**src/rtl/uart_tx_periph.sv**
```systemverilog
// Memory-mapped 8N1 UART transmitter: CPU pushes bytes into a TX FIFO, a bit-serial engine shifts them out LSB first.
// Latency: a byte written into an empty FIFO drives the start bit two edges after the write (one IDLE cycle); frame = 10*bit_div clocks.
// Backpressure: none on the bus; firmware polls STATUS. A push into a full FIFO is dropped and sets sticky overflow unless a pop coincides.
//
// Ports:
//   clock, reset     - system clock, synchronous active-high reset
//   we, addr, wd     - register write strobe, register select (0 TXDATA, 1 STATUS, 2 DIV, 3 CTRL), write data
//   rd               - combinational read data for the selected register
//   tx               - registered serial line, idles high
//   tx_idle          - FIFO empty and engine in IDLE
module uart_tx_periph #(
    parameter int FIFO_DEPTH  = 8,
    parameter int DEFAULT_DIV = 16
) (
    input  logic        clock,
    input  logic        reset,
    input  logic        we,
    input  logic [1:0]  addr,
    input  logic [31:0] wd,
    output logic [31:0] rd,
    output logic        tx,
    output logic        tx_idle
);

    localparam int PTR_W = (FIFO_DEPTH > 1) ? $clog2(FIFO_DEPTH) : 1;
    localparam int CNT_W = PTR_W + 1;
    localparam logic [CNT_W-1:0] DEPTH_C   = CNT_W'(FIFO_DEPTH);
    localparam logic [15:0]      DEF_DIV_C = DEFAULT_DIV[15:0];

    typedef enum logic [1:0] {
        S_IDLE,
        S_START,
        S_DATA,
        S_STOP
    } state_e;

    // ---------------- register / FIFO state ----------------
    logic [7:0]       mem_q [FIFO_DEPTH];
    logic [PTR_W-1:0] wr_ptr_q, wr_ptr_d;
    logic [PTR_W-1:0] rd_ptr_q, rd_ptr_d;
    logic [CNT_W-1:0] count_q, count_d;
    logic             ovf_q, ovf_d;
    logic [15:0]      div_q, div_d;
    logic             en_q, en_d;

    // ---------------- engine state ----------------
    state_e      state_q;
    logic        tx_q;
    logic [7:0]  shift_q;
    logic [2:0]  bit_cnt_q;
    logic [15:0] div_cnt_q;
    logic [15:0] bit_div_q;

    logic fifo_empty;
    logic fifo_full;
    logic pop;
    logic push_req;
    logic push_ok;
    logic ovf_set;
    logic ovf_clr;
    logic bit_end;

    assign fifo_empty = (count_q == '0);
    assign fifo_full  = (count_q == DEPTH_C);

    // The engine only consumes a byte on its IDLE->START transition.
    assign pop      = (state_q == S_IDLE) && en_q && !fifo_empty;
    assign push_req = we && (addr == 2'd0);
    // A coinciding pop frees a slot in the same edge, so a "full" push still fits.
    assign push_ok  = push_req && (!fifo_full || pop);
    assign ovf_set  = push_req && fifo_full && !pop;
    assign ovf_clr  = we && (addr == 2'd3) && wd[1];

    assign bit_end  = (div_cnt_q == bit_div_q - 16'd1);

    always_comb begin
        wr_ptr_d = wr_ptr_q;
        rd_ptr_d = rd_ptr_q;
        count_d  = count_q;
        ovf_d    = ovf_q;
        div_d    = div_q;
        en_d     = en_q;

        if (push_ok) begin
            wr_ptr_d = wr_ptr_q + PTR_W'(1);
        end
        if (pop) begin
            rd_ptr_d = rd_ptr_q + PTR_W'(1);
        end
        unique case ({push_ok, pop})
            2'b10:   count_d = count_q + CNT_W'(1);
            2'b01:   count_d = count_q - CNT_W'(1);
            default: count_d = count_q;
        endcase

        // Set has priority over a simultaneous clear.
        if (ovf_clr) begin
            ovf_d = 1'b0;
        end
        if (ovf_set) begin
            ovf_d = 1'b1;
        end

        if (we && (addr == 2'd2)) begin
            div_d = wd[15:0];
        end
        if (we && (addr == 2'd3)) begin
            en_d = wd[0];
        end
    end

    always_ff @(posedge clock) begin
        if (reset) begin
            wr_ptr_q <= '0;
            rd_ptr_q <= '0;
            count_q  <= '0;
            ovf_q    <= 1'b0;
            div_q    <= DEF_DIV_C;
            en_q     <= 1'b1;
        end else begin
            wr_ptr_q <= wr_ptr_d;
            rd_ptr_q <= rd_ptr_d;
            count_q  <= count_d;
            ovf_q    <= ovf_d;
            div_q    <= div_d;
            en_q     <= en_d;
        end
    end

    // Storage is not reset; emptiness is tracked by count/pointers alone.
    always_ff @(posedge clock) begin
        if (push_ok) begin
            mem_q[wr_ptr_q] <= wd[7:0];
        end
    end

    // ---------------- bit-serial engine ----------------
    always_ff @(posedge clock) begin
        if (reset) begin
            state_q   <= S_IDLE;
            tx_q      <= 1'b1;
            shift_q   <= 8'h00;
            bit_cnt_q <= 3'd0;
            div_cnt_q <= 16'd0;
            bit_div_q <= (DEF_DIV_C == 16'd0) ? 16'd1 : DEF_DIV_C;
        end else begin
            unique case (state_q)
                S_IDLE: begin
                    tx_q <= 1'b1;
                    if (pop) begin
                        shift_q   <= mem_q[rd_ptr_q];
                        // Divisor is frozen per frame; DIV writes land at the next frame.
                        bit_div_q <= (div_q == 16'd0) ? 16'd1 : div_q;
                        bit_cnt_q <= 3'd0;
                        div_cnt_q <= 16'd0;
                        tx_q      <= 1'b0;
                        state_q   <= S_START;
                    end
                end
                S_START: begin
                    if (bit_end) begin
                        div_cnt_q <= 16'd0;
                        tx_q      <= shift_q[0];
                        state_q   <= S_DATA;
                    end else begin
                        div_cnt_q <= div_cnt_q + 16'd1;
                    end
                end
                S_DATA: begin
                    if (bit_end) begin
                        div_cnt_q <= 16'd0;
                        if (bit_cnt_q == 3'd7) begin
                            tx_q    <= 1'b1;
                            state_q <= S_STOP;
                        end else begin
                            // shift_q[1] is the next bit once the register shifts.
                            shift_q   <= {1'b0, shift_q[7:1]};
                            tx_q      <= shift_q[1];
                            bit_cnt_q <= bit_cnt_q + 3'd1;
                        end
                    end else begin
                        div_cnt_q <= div_cnt_q + 16'd1;
                    end
                end
                S_STOP: begin
                    if (bit_end) begin
                        div_cnt_q <= 16'd0;
                        state_q   <= S_IDLE;
                    end else begin
                        div_cnt_q <= div_cnt_q + 16'd1;
                    end
                end
                default: begin
                    tx_q    <= 1'b1;
                    state_q <= S_IDLE;
                end
            endcase
        end
    end

    assign tx      = tx_q;
    assign tx_idle = fifo_empty && (state_q == S_IDLE);

    // ---------------- read mux ----------------
    logic [3:0] cnt_disp;

    always_comb begin
        cnt_disp = (32'(count_q) > 32'd15) ? 4'hF : 4'(count_q);
        rd       = 32'h0;
        unique case (addr)
            2'd0: rd = 32'h0;
            2'd1: rd = {24'h0, ovf_q, (state_q != S_IDLE), fifo_full, fifo_empty, cnt_disp};
            2'd2: rd = {16'h0, div_q};
            2'd3: rd = {31'h0, en_q};
            default: rd = 32'h0;
        endcase
    end

endmodule

```
**config.mk**
```make
export PLATFORM = sky130hd
export DESIGN_NAME = uart_tx_periph
export DESIGN_NICKNAME = d
export VERILOG_FILES = /design/src/rtl/uart_tx_periph.sv
export SDC_FILE = /design/constraint.sdc
export NUM_CORES = 1
export LEC_CHECK = 0
export ABC_CLOCK_PERIOD_IN_PS = 6800
export CAP_MARGIN = 20
export CORE_AREA = 2 2 114 138
export CTS_BUF_LIST = sky130_fd_sc_hd__clkbuf_4
export DETAILED_ROUTE_END_ITERATION = 10
export DIE_AREA = 0 0 116 140
export PLACE_DENSITY = 0.67
export SYNTH_ARGS = -nofsm -noshare
export SYNTH_HDL_FRONTEND = slang
export SYNTH_SLANG_ARGS = --single-unit
export TNS_END_PERCENT = 30
```
**constraint.sdc**
```tcl
create_clock -name clock -period 6.8 [get_ports clock]
set_clock_uncertainty 0.05 [all_clocks]
set_input_delay 1.7 -clock clock [delete_from_list [all_inputs] [get_ports clock]]
set_output_delay 1.7 -clock clock [all_outputs]
set_load 0.005 [all_outputs]
```
==> key figures <==
Outcome
  – Outcome: complete, no violations

Flow run
  – Maxcap violations: 0

Timing
  – Setup repair after global routing missed its margin: false
  – Setup TNS: 0 ps
  – Final setup fails: 0
  – Final worst setup slack: 1050 ps
  – Maximum clock frequency: 173.9 MHz
  – Worst-Margin Slew: 1011 ps
  – Hold_ws: 432.6 ps
  – Fin. Hold Viols: 0
  – Slew headroom: 32.61%
  – Slew Limit Fails: 0
  – Final Critical Period: 5750 ps
  – Tcrit/Tclk final: 84.56%

Placed design
  – GPL Wtd Cong: 0.8507
  – DP Cell Count: 834
  – I/O Buffers: 38
  – Place WS: 1108 ps
  – Hpwl dp: 10.35 mm
  – Dpl cell area: 7082 sq um

Yosys
  – Post-synth EDFFs: 64
  – #FFs+latches synth: 141
  – Main synth FF type: dfxtp_1
  – Synthesized cell area: 6626 sq um
  – Sequential area share after synthesis: 52.27%
  – Asr flop ratio synth: 0%
  – Cell variety after synth: 60
  – Count of warnings emitted by yosys: 0
  – Ranking of synthesized cells by area: edfxtp_1 (29%), dfxtp_1 (23%), mux4_2 (5.4%), nand2_1 (4.8%), a21oi_1 (2.9%)
  – Post-Syn Instances: 624
  – Share of the synthesized area in the top cell type: 29.00%
  – Top cell type by total area after synthesis: edfxtp_1
  – Synth Area per Inst: 10.62 sq um

Power and ir drop
  – Design Power: 2.520 mW
  – Power Dens Cells: 339.1 nW/um^2
  – Leakage power: 2.500 nW
  – VDD IR max: 0.2993 mV

Floorplanning
  – Die X: 116 um
  – Core Footprint: 14,840 sq um
  – IO Count: 71
  – Site row count: 49
  – Die Y: 140 um
  – Die ar.: 16,240 sq um
  – Initial core utilization: 44.66%

Layout
  – Post-Layout Inst Area: 7431 sq um
  – Synth-to-layout area growth: 12.14%
  – Post-route insts no fill: 867
  – Fill count: 1,360
  – Layout cell share with drive strength beyond 1: 9.653%
  – Most frequent cells in the layout: nand2_1 (85), dfxtp_1 (77), edfxtp_1 (64)
  – Post-layout util: 50.08%
  – Area taken by multi-input logic gates: 2924 sq um
  – Most common cell after layout, fill and taps aside: nand2_1
  – Final nets: 702
  – Diode count: 0
  – Sequential cell area: 3463 sq um

Worst setup path
  – Reg2reg setup slack: 2530 ps
  – CP arrival: 4000 ps
  – Worst EP required: 5050 ps
  – CP Launch Point: addr[1]
  – Critical path class: in -> out
  – Crit Path Max Fanout: 18
  – CP endpoint kind: output port
  – Worst-case reg-to-reg path depth: 13
  – Worst R2R Start: state_q[1]
  – CP startpoint kind: input pin
  – RR Endpoint: cnt_disp[3]
  – Setup crit end: rd[4]

Global route
  – Global-route wire length before repair: 23.49 mm
  – Vias in the first global route: 4,709
  – GR Overflow Total: 0
  – GRT Total Usage: 18.80%
  – Pin count of the biggest net entering global routing: 55
  – Antenna violations before repair: 0

Detailed routing
  – Post-DR wirelength/cell: 16.87 um
  – # DRC: 0
  – Final ANT Viol Nets: 0
  – WL final: 14.63 mm
  – Drt pass-1 iters: 6
  – Routed via count: 4,730
  – Iter 0 DRT Violations: 263
  – Vias per cell: 5.456

Clock network
  – Post-CTS Setup Inserts: 0
  – CTS Buf Count: 17
  – CTS H-tree lvls: 4
  – Largest buffer count on any clock path: 2
  – Hold Buf Count CTS: 0
  – Later-pin clock latency in the skew report: 550 ps
  – Clock root buffer: clkbuf_4
  – TritonCTS clock tree: built
  – Clock transition at the registers of the reported paths: 130 ps
  – CTS Sinks: 141
  – Post-CTS sizing: 0

Hold path
  – Hold crit path type: reg -> reg
routing by layer:
layer,GRT usage (%),up-vias,part of all wire [%]
li1,-,2283,-
met1,21.80,2334,41
met2,33.52,90,53
met3,4.068,23,3.6
met4,7.206,0,2.0
met5,0,-,0
registers in the layout (all words and copies together), names as in the netlist, named ones only:
register   cells
mem_q         64
bit_div_q     16
div_cnt_q     16
div_q         16
shift_q        8
cnt_disp       4
bit_cnt_q      3
rd_ptr_q       3
wr_ptr_q       3
state_q        2
en_q           1
ovf_q          1
tx             1
cells in the mapped netlist (all sizes together) (14+ instances only):
library cell,count
nand2,85
dfxtp,77
edfxtp,64
nor2,52
a21oi,40
buf,24
clkbuf,23
xnor2,21
o21ai,19
xor2,19
inv,17
nand3,17
mux4,16
ha,14
area by class of cell:
class | instances | share of cell area (%)
Inverter | 17 | 0.8587
Tap cell | 204 | 3.435
Clock inverter | 15 | 2.778
Timing Repair Buffer | 39 | 5.253
Multi-Input combinational cell | 434 | 39.35
Sequential cell | 141 | 46.61
Clock buffer | 17 | 1.717
worst max-delay path, cell delays in order:
cell	delay (ps)
clkdlybuf4s50_1	570
inv_1	100
nor2_1	760
nand2_1	100
o21ai_0	180
clkdlybuf4s50_1	570
how the worst min path moves through the flow:
stage | startpoint | to | slack, ps | cells after the start
2_1_floorplan | bit_div_q[15] | bit_div_q[15] | 400 | 2
3_3_place_gp | bit_div_q[15] | bit_div_q[15] | 410 | 2
3_5_place_dp | bit_div_q[15] | bit_div_q[15] | 420 | 2
4_1_cts | rd_ptr_q[1] | flop | 430 | 2
5_1_grt | bit_div_q[15] | bit_div_q[15] | 460 | 2
6_report | rd_ptr_q[1] | flop | 430 | 2
power breakdown:
| part | internal (mW) | switching, mW | total, mW |
|---|---|---|---|
| clock network | 0.298 | 0.321 | 0.619 |
| logic | 0.331 | 0.552 | 0.883 |
| registers | 0.945 | 0.0731 | 1.02 |
| total | 1.57 | 0.946 | 2.52 |
kinds of logic (layout without fill, tap and decap cells):
group	after synthesis	count (layout)	share of synthesized area, %
fa+ha+maj	15	15	2.946
flops	141	141	52.27
mux	29	29	7.440
xor+xnor	40	40	5.287
simple gates	226	226	16.24
compound gates	108	108	11.16
buf+inv	64	88	4.607
other cells	1	16	0.05659
(Power assumes the default switching activity.)
==> RTL edit 1: new RTL, config.mk and constraints unchanged <==
The parameter `FIFO_DEPTH` goes from 8 to 4.
--- a/src/rtl/uart_tx_periph.sv
+++ b/src/rtl/uart_tx_periph.sv
@@ -9,7 +9,7 @@
 //   tx               - registered serial line, idles high
 //   tx_idle          - FIFO empty and engine in IDLE
 module uart_tx_periph #(
-    parameter int FIFO_DEPTH  = 8,
+    parameter int FIFO_DEPTH  = 4,
     parameter int DEFAULT_DIV = 16
 ) (
     input  logic        clock,
Function: changed (a bounded check fails within 10 cycles, from zero or initial values and one cycle with reset high).
==> RTL edit 1 against the unedited design <==
  * Sequential cell count is 36 lower
  * First-iteration DRC count grew 8.7%
  * Critical endpoint is now rd[2]
  * Global-route usage is 3.6 points lower
  * Routed wire length is 19% lower
  * Critical path depth shrank 1
  * Synthesized area fell by 18%
  * Worst hold slack got worse by 3.9 ps
  * Final area is 18% lower
  * Total power is 24% lower
  * Sequential power shrank 23%
  * Highest routed layer unchanged
  * Via count decreased by 11%
  * Worst setup slack improved by 49 ps
  * Critical path type unchanged
  * Maximum frequency grew 0.85%
==> RTL edit 1: results (changes against the unedited design) <==
The vias after detailed routing is 4,203 (-11%). The post-synthesis cell type count was 64 (+6.7%). The largest net degree at the start of global routing was 62 (+13%). The post-DP HPWL came out at 8770 µm (-15%). The fraction of met2 tracks used by global routing came to 27.0% (-6.5 points). The maximum level of the CTS H-tree came out at 3 (-1). The number of nets in the finished design is 646 (-8.0%). The number of search-and-repair iterations in the first detailed-routing pass is 4 (-2). The number of instances in the synthesized netlist came out at 574 (-8.0%). The fraction of final layout cells with drive strength greater than 1 came to 7.51% (-2.1 points). The number of antenna violations at the first check in global routing came to 1 (+1). The number of enable-type register cells in the synthesized netlist came out at 32 (-50%).

Sorting the synthesized cells by area gives the leading types as sky130_fd_sc_hd__dfxtp_1, sky130_fd_sc_hd__edfxtp_1, sky130_fd_sc_hd__nand2_1. The static leakage power is 2.11 nW (-16%). The iteration-0 DRC count of the detailed router is 286 (+8.7%).

The filler-free cell count of the finished design came out at 804 (-7.3%). The clock slew at the register clock pins of the worst setup and hold paths was 170 ps (+40 ps). The filler cell count in the final layout came out at 1,483 (+9.0%). The routed length per instance was 14.7 µm (-13%). The sequential cell area fraction in the yosys report is 44.3% (-7.9 points).

The switching fraction of total power came out at 41.9% (+4.4 points). Sorting the synthesized cells by how often they occur yields sky130_fd_sc_hd__nand2_1, sky130_fd_sc_hd__dfxtp_1, sky130_fd_sc_hd__a21oi_1, sky130_fd_sc_hd__nor2_1, sky130_fd_sc_hd__edfxtp_1. The run finished with clean final reports. The maximum resistive drop on vdd came to 0.222 mV (-26%).

The total placed instance area is 5900 µm² (-17%). The worst path arrival time came to 3950 ps (-50 ps). The number of buffers created by CTS is 9 (-8). The cell total after placement is 787 (-5.6%). The post-placement worst setup slack is 1150 ps (+44.4 ps). The met1 track demand over resource in global routing was 18.0% (-3.8 points). The worst-skew pair later-pin latency is 460 ps (-90 ps). The slew at the pin closest to its max-slew limit came out at 1060 ps (+50.0 ps). The overall routing resource usage is 15.2% (-3.6 points). The global-route wire length before repair came out at 19,700 µm (-16%). The via count of the first global-routing pass came to 4,078 (-13%).

The number of flip-flops in the largest register came out at 32 (-50%). The met3 layer usage reported by global route came out at 2.51% (-1.6 points).
-- RTL edit 1: cell families after synthesis --
kind of cell	Yosys count	synth area share, %
muxes	18	5.13
AOI/OAI and AO/OA	103	13.2
and+or+nand+nor	233	21.7
adders and majority gates	15	3.57
DFF	105	44.3
other	1	0.0686
buffers and inverters	60	5.75
xor gates and xnor gates	39	6.25
-- RTL edit 1: area by class of cell --
| class | count | area [µm²] | share of cell area [%] |
|---|---|---|---|
| repair buffers | 39 | 383 | 6.32 |
| clock buffers | 9 | 67.6 | 1.11 |
| multi-input cells | 424 | 2780 | 45.9 |
| well taps | 204 | 255 | 4.21 |
| clock inverters | 7 | 91.3 | 1.51 |
| flip-flops and latches | 105 | 2420 | 40.0 |
| diodes | 1 | 2.50 | 0.0413 |
| inverters | 15 | 56.3 | 0.929 |
-- RTL edit 1: final timing paths --
| check | slack (ps) | endpoint | depth (start not counted) | startpoint |
|---|---|---|---|---|
| worst max-delay path | 1100 | rd[2] | 5 | addr[1] |
| worst min-delay path | 430 | shift_q[0] | 2 | shift_q[0] |
| worst max register to register | 3100 | count_q[2] | 13 | state_q[0] |
| worst min register to register | 430 | shift_q[0] | 2 | shift_q[0] |
-- RTL edit 1: worst max-delay path, cell delays in order --
cell and delay (ps):
sky130_fd_sc_hd__clkdlybuf4s50_1 590, sky130_fd_sc_hd__inv_1 90, sky130_fd_sc_hd__nor2_1 790, sky130_fd_sc_hd__a22o_1 280, sky130_fd_sc_hd__clkdlybuf4s50_1 500
-- RTL edit 1: power groups by stage --
| stage | Clock [mW] | Sequential (mW) | Combinational, mW |
|---|---|---|---|
| 5_1_grt | 0.361 | 0.797 | 0.897 |
| 3_5_place_dp | 0 | 0.799 | 0.792 |
| 6_report | 0.331 | 0.786 | 0.804 |
| 4_1_cts | 0.337 | 0.786 | 0.798 |
| 2_1_floorplan | 0 | 0.763 | 0.663 |
| 3_3_place_gp | 0 | 0.795 | 0.767 |
-- RTL edit 1: layer usage --
layer | share of wire (%) | routed length (µm) | vias to the layer above
met5 | 0 | 0 | -
met4 | 2.7 | 317 | 0
met3 | 4.1 | 484 | 25
met2 | 52 | 6140 | 99
met1 | 41 | 4870 | 2039
li1 | - | - | 2040
==> RTL edit 2: new RTL, config.mk and constraints unchanged <==
Without the edit above. Re-encode `state_e` (4 states) as Gray code, 2 bits wide.
--- a/src/rtl/uart_tx_periph.sv
+++ b/src/rtl/uart_tx_periph.sv
@@ -28,10 +28,10 @@
     localparam logic [15:0]      DEF_DIV_C = DEFAULT_DIV[15:0];
 
     typedef enum logic [1:0] {
-        S_IDLE,
-        S_START,
-        S_DATA,
-        S_STOP
+        S_IDLE  = 2'b00,
+        S_START = 2'b01,
+        S_DATA  = 2'b11,
+        S_STOP  = 2'b10
     } state_e;
 
     // ---------------- register / FIFO state ----------------
Formal check against the unedited RTL: same outputs for any inputs over 4 cycles, from zero or initial values and one cycle with reset high; so few cycles prove little.
==> RTL edit 2 against the unedited design <==
  * Combinational power shrank 12%
  * Register-to-register slack better by 180 ps
  * Via count grew 2.2%
  * Sequential cell count is the same
  * Total power is 10% lower
  * Clock power shrank 24%
  * Synthesized area is 0.38% lower
  * Critical endpoint is now rd[6]
  * Routed wire length decreased by 1.0%
  * Critical path depth shrank 2
  * Final area fell by 0.77%
  * Sequential power barely moved
  * Worst setup slack gained 390 ps
  * Count of clock-buffer cells in the layout stayed put
==> RTL edit 2: results (changes against the unedited design) <==
The fraction of final layout cells with drive strength greater than 1 came out at 9.72% (+0.071 points). The wire length on met2 came to 7560 µm (-3.0%). The post-synthesis cell type count is 54 (-10%). The largest net degree at the start of global routing is 62 (+13%). The global-route wire length before repair came out at 23,300 µm (-0.79%). The maximum resistive drop on vdd came to 0.284 mV (-5.0%). The routed length per instance came out at 16.2 µm (-3.9%). The slew at the pin closest to its max-slew limit was 1050 ps (+42.9 ps). The filler cell count in the final layout was 1,397 (+2.7%). The vias after detailed routing came out at 4,833 (+2.2%). The cell total after placement was 859 (+3.0%). The iteration-0 DRC count of the detailed router was 317 (+21%). In the post-synthesis netlist, the biggest area contributors are sky130_fd_sc_hd__edfxtp_1, sky130_fd_sc_hd__dfxtp_1, sky130_fd_sc_hd__mux4_2. The total placed instance area came to 7100 µm² (+0.19%).

The post-DP HPWL came out at 10,400 µm (+0.13%). The wire length on met3 is 594 µm (+13%). The run finished with clean final reports. The overall routing resource usage is 18.6% (-0.24 points). The clock slew at the register clock pins of the worst setup and hold paths came to 110 ps (-20 ps). The mean instance size in the synthesized netlist came out at 10.3 µm² (-3.5%).

The number of search-and-repair iterations in the first detailed-routing pass is 5 (-1). The static leakage power was 2.59 nW (+3.8%). The final RePlAce weighted congestion is 0.823 (-3.2%).

The post-placement worst setup slack came to 1450 ps (+347 ps). The via count of the first global-routing pass came to 4,591 (-2.5%).
## RTL edit 2: cell types whose count changed in the layout (fill, tap and decap cells not counted), moves of 8 or more
| cell | change |
|---|---|
| sky130_fd_sc_hd__a21oi_1 | +28 |
| sky130_fd_sc_hd__nor2_1 | -13 |
| sky130_fd_sc_hd__and3_1 | +10 |
| sky130_fd_sc_hd__nor3_1 | +10 |
| sky130_fd_sc_hd__a22oi_1 | -9 |
| sky130_fd_sc_hd__nand3_1 | +9 |
| sky130_fd_sc_hd__a22o_1 | +8 |
| sky130_fd_sc_hd__buf_4 | +8 |
| sky130_fd_sc_hd__nand4_1 | -8 |
## RTL edit 2: critical path: stages
cell                              delay [ps]
sky130_fd_sc_hd__clkdlybuf4s50_1         560
sky130_fd_sc_hd__nor2b_1                 530
sky130_fd_sc_hd__a22o_1                  300
sky130_fd_sc_hd__clkdlybuf4s50_1         520
## RTL edit 2: metal layers
layer	track usage [%]	up-vias
li1	-	2351
met1	23.5	2342
met2	31.3	120
met3	4.28	20
met4	6.02	0
met5	0	-
## RTL edit 2: layout make-up
class / count / area, µm² / area share, %
flip-flops and latches: 141 / 3460 / 47.0
multi-input cells: 445 / 2860 / 38.7
repair buffers: 48 / 470 / 6.38
well taps: 204 / 255 / 3.46
clock buffers: 17 / 128 / 1.73
clock inverters: 15 / 115 / 1.56
inverters: 23 / 86.3 / 1.17
## RTL edit 2: path summary, 6_finish.rpt
path	from	endpoint	slack [ps]	cells after the start
worst min register to register	bit_div_q[15]	bit_div_q[15]	430	2
worst max-delay path	addr[0]	rd[6]	1440	4
worst min-delay path	bit_div_q[15]	bit_div_q[15]	430	2
worst max register to register	cnt_disp[0]	cnt_disp[3]	2710	13
## RTL edit 2: cells by family after synthesis
family	Yosys count	share of synthesized area (%)
AO/OA/AOI/OAI	130	12.0
XOR/XNOR	27	3.58
AND/OR/NAND/NOR	230	16.8
buffers and inverters	73	5.14
multiplexers	32	7.94
other	1	0.0568
adder cells (fa/ha/maj)	10	2.01
flip-flops	141	52.5
## RTL edit 2: power by group
part / switching [mW] / internal (mW)
combinational: 0.450 / 0.324
clock: 0.320 / 0.150
sequential: 0.0769 / 0.947
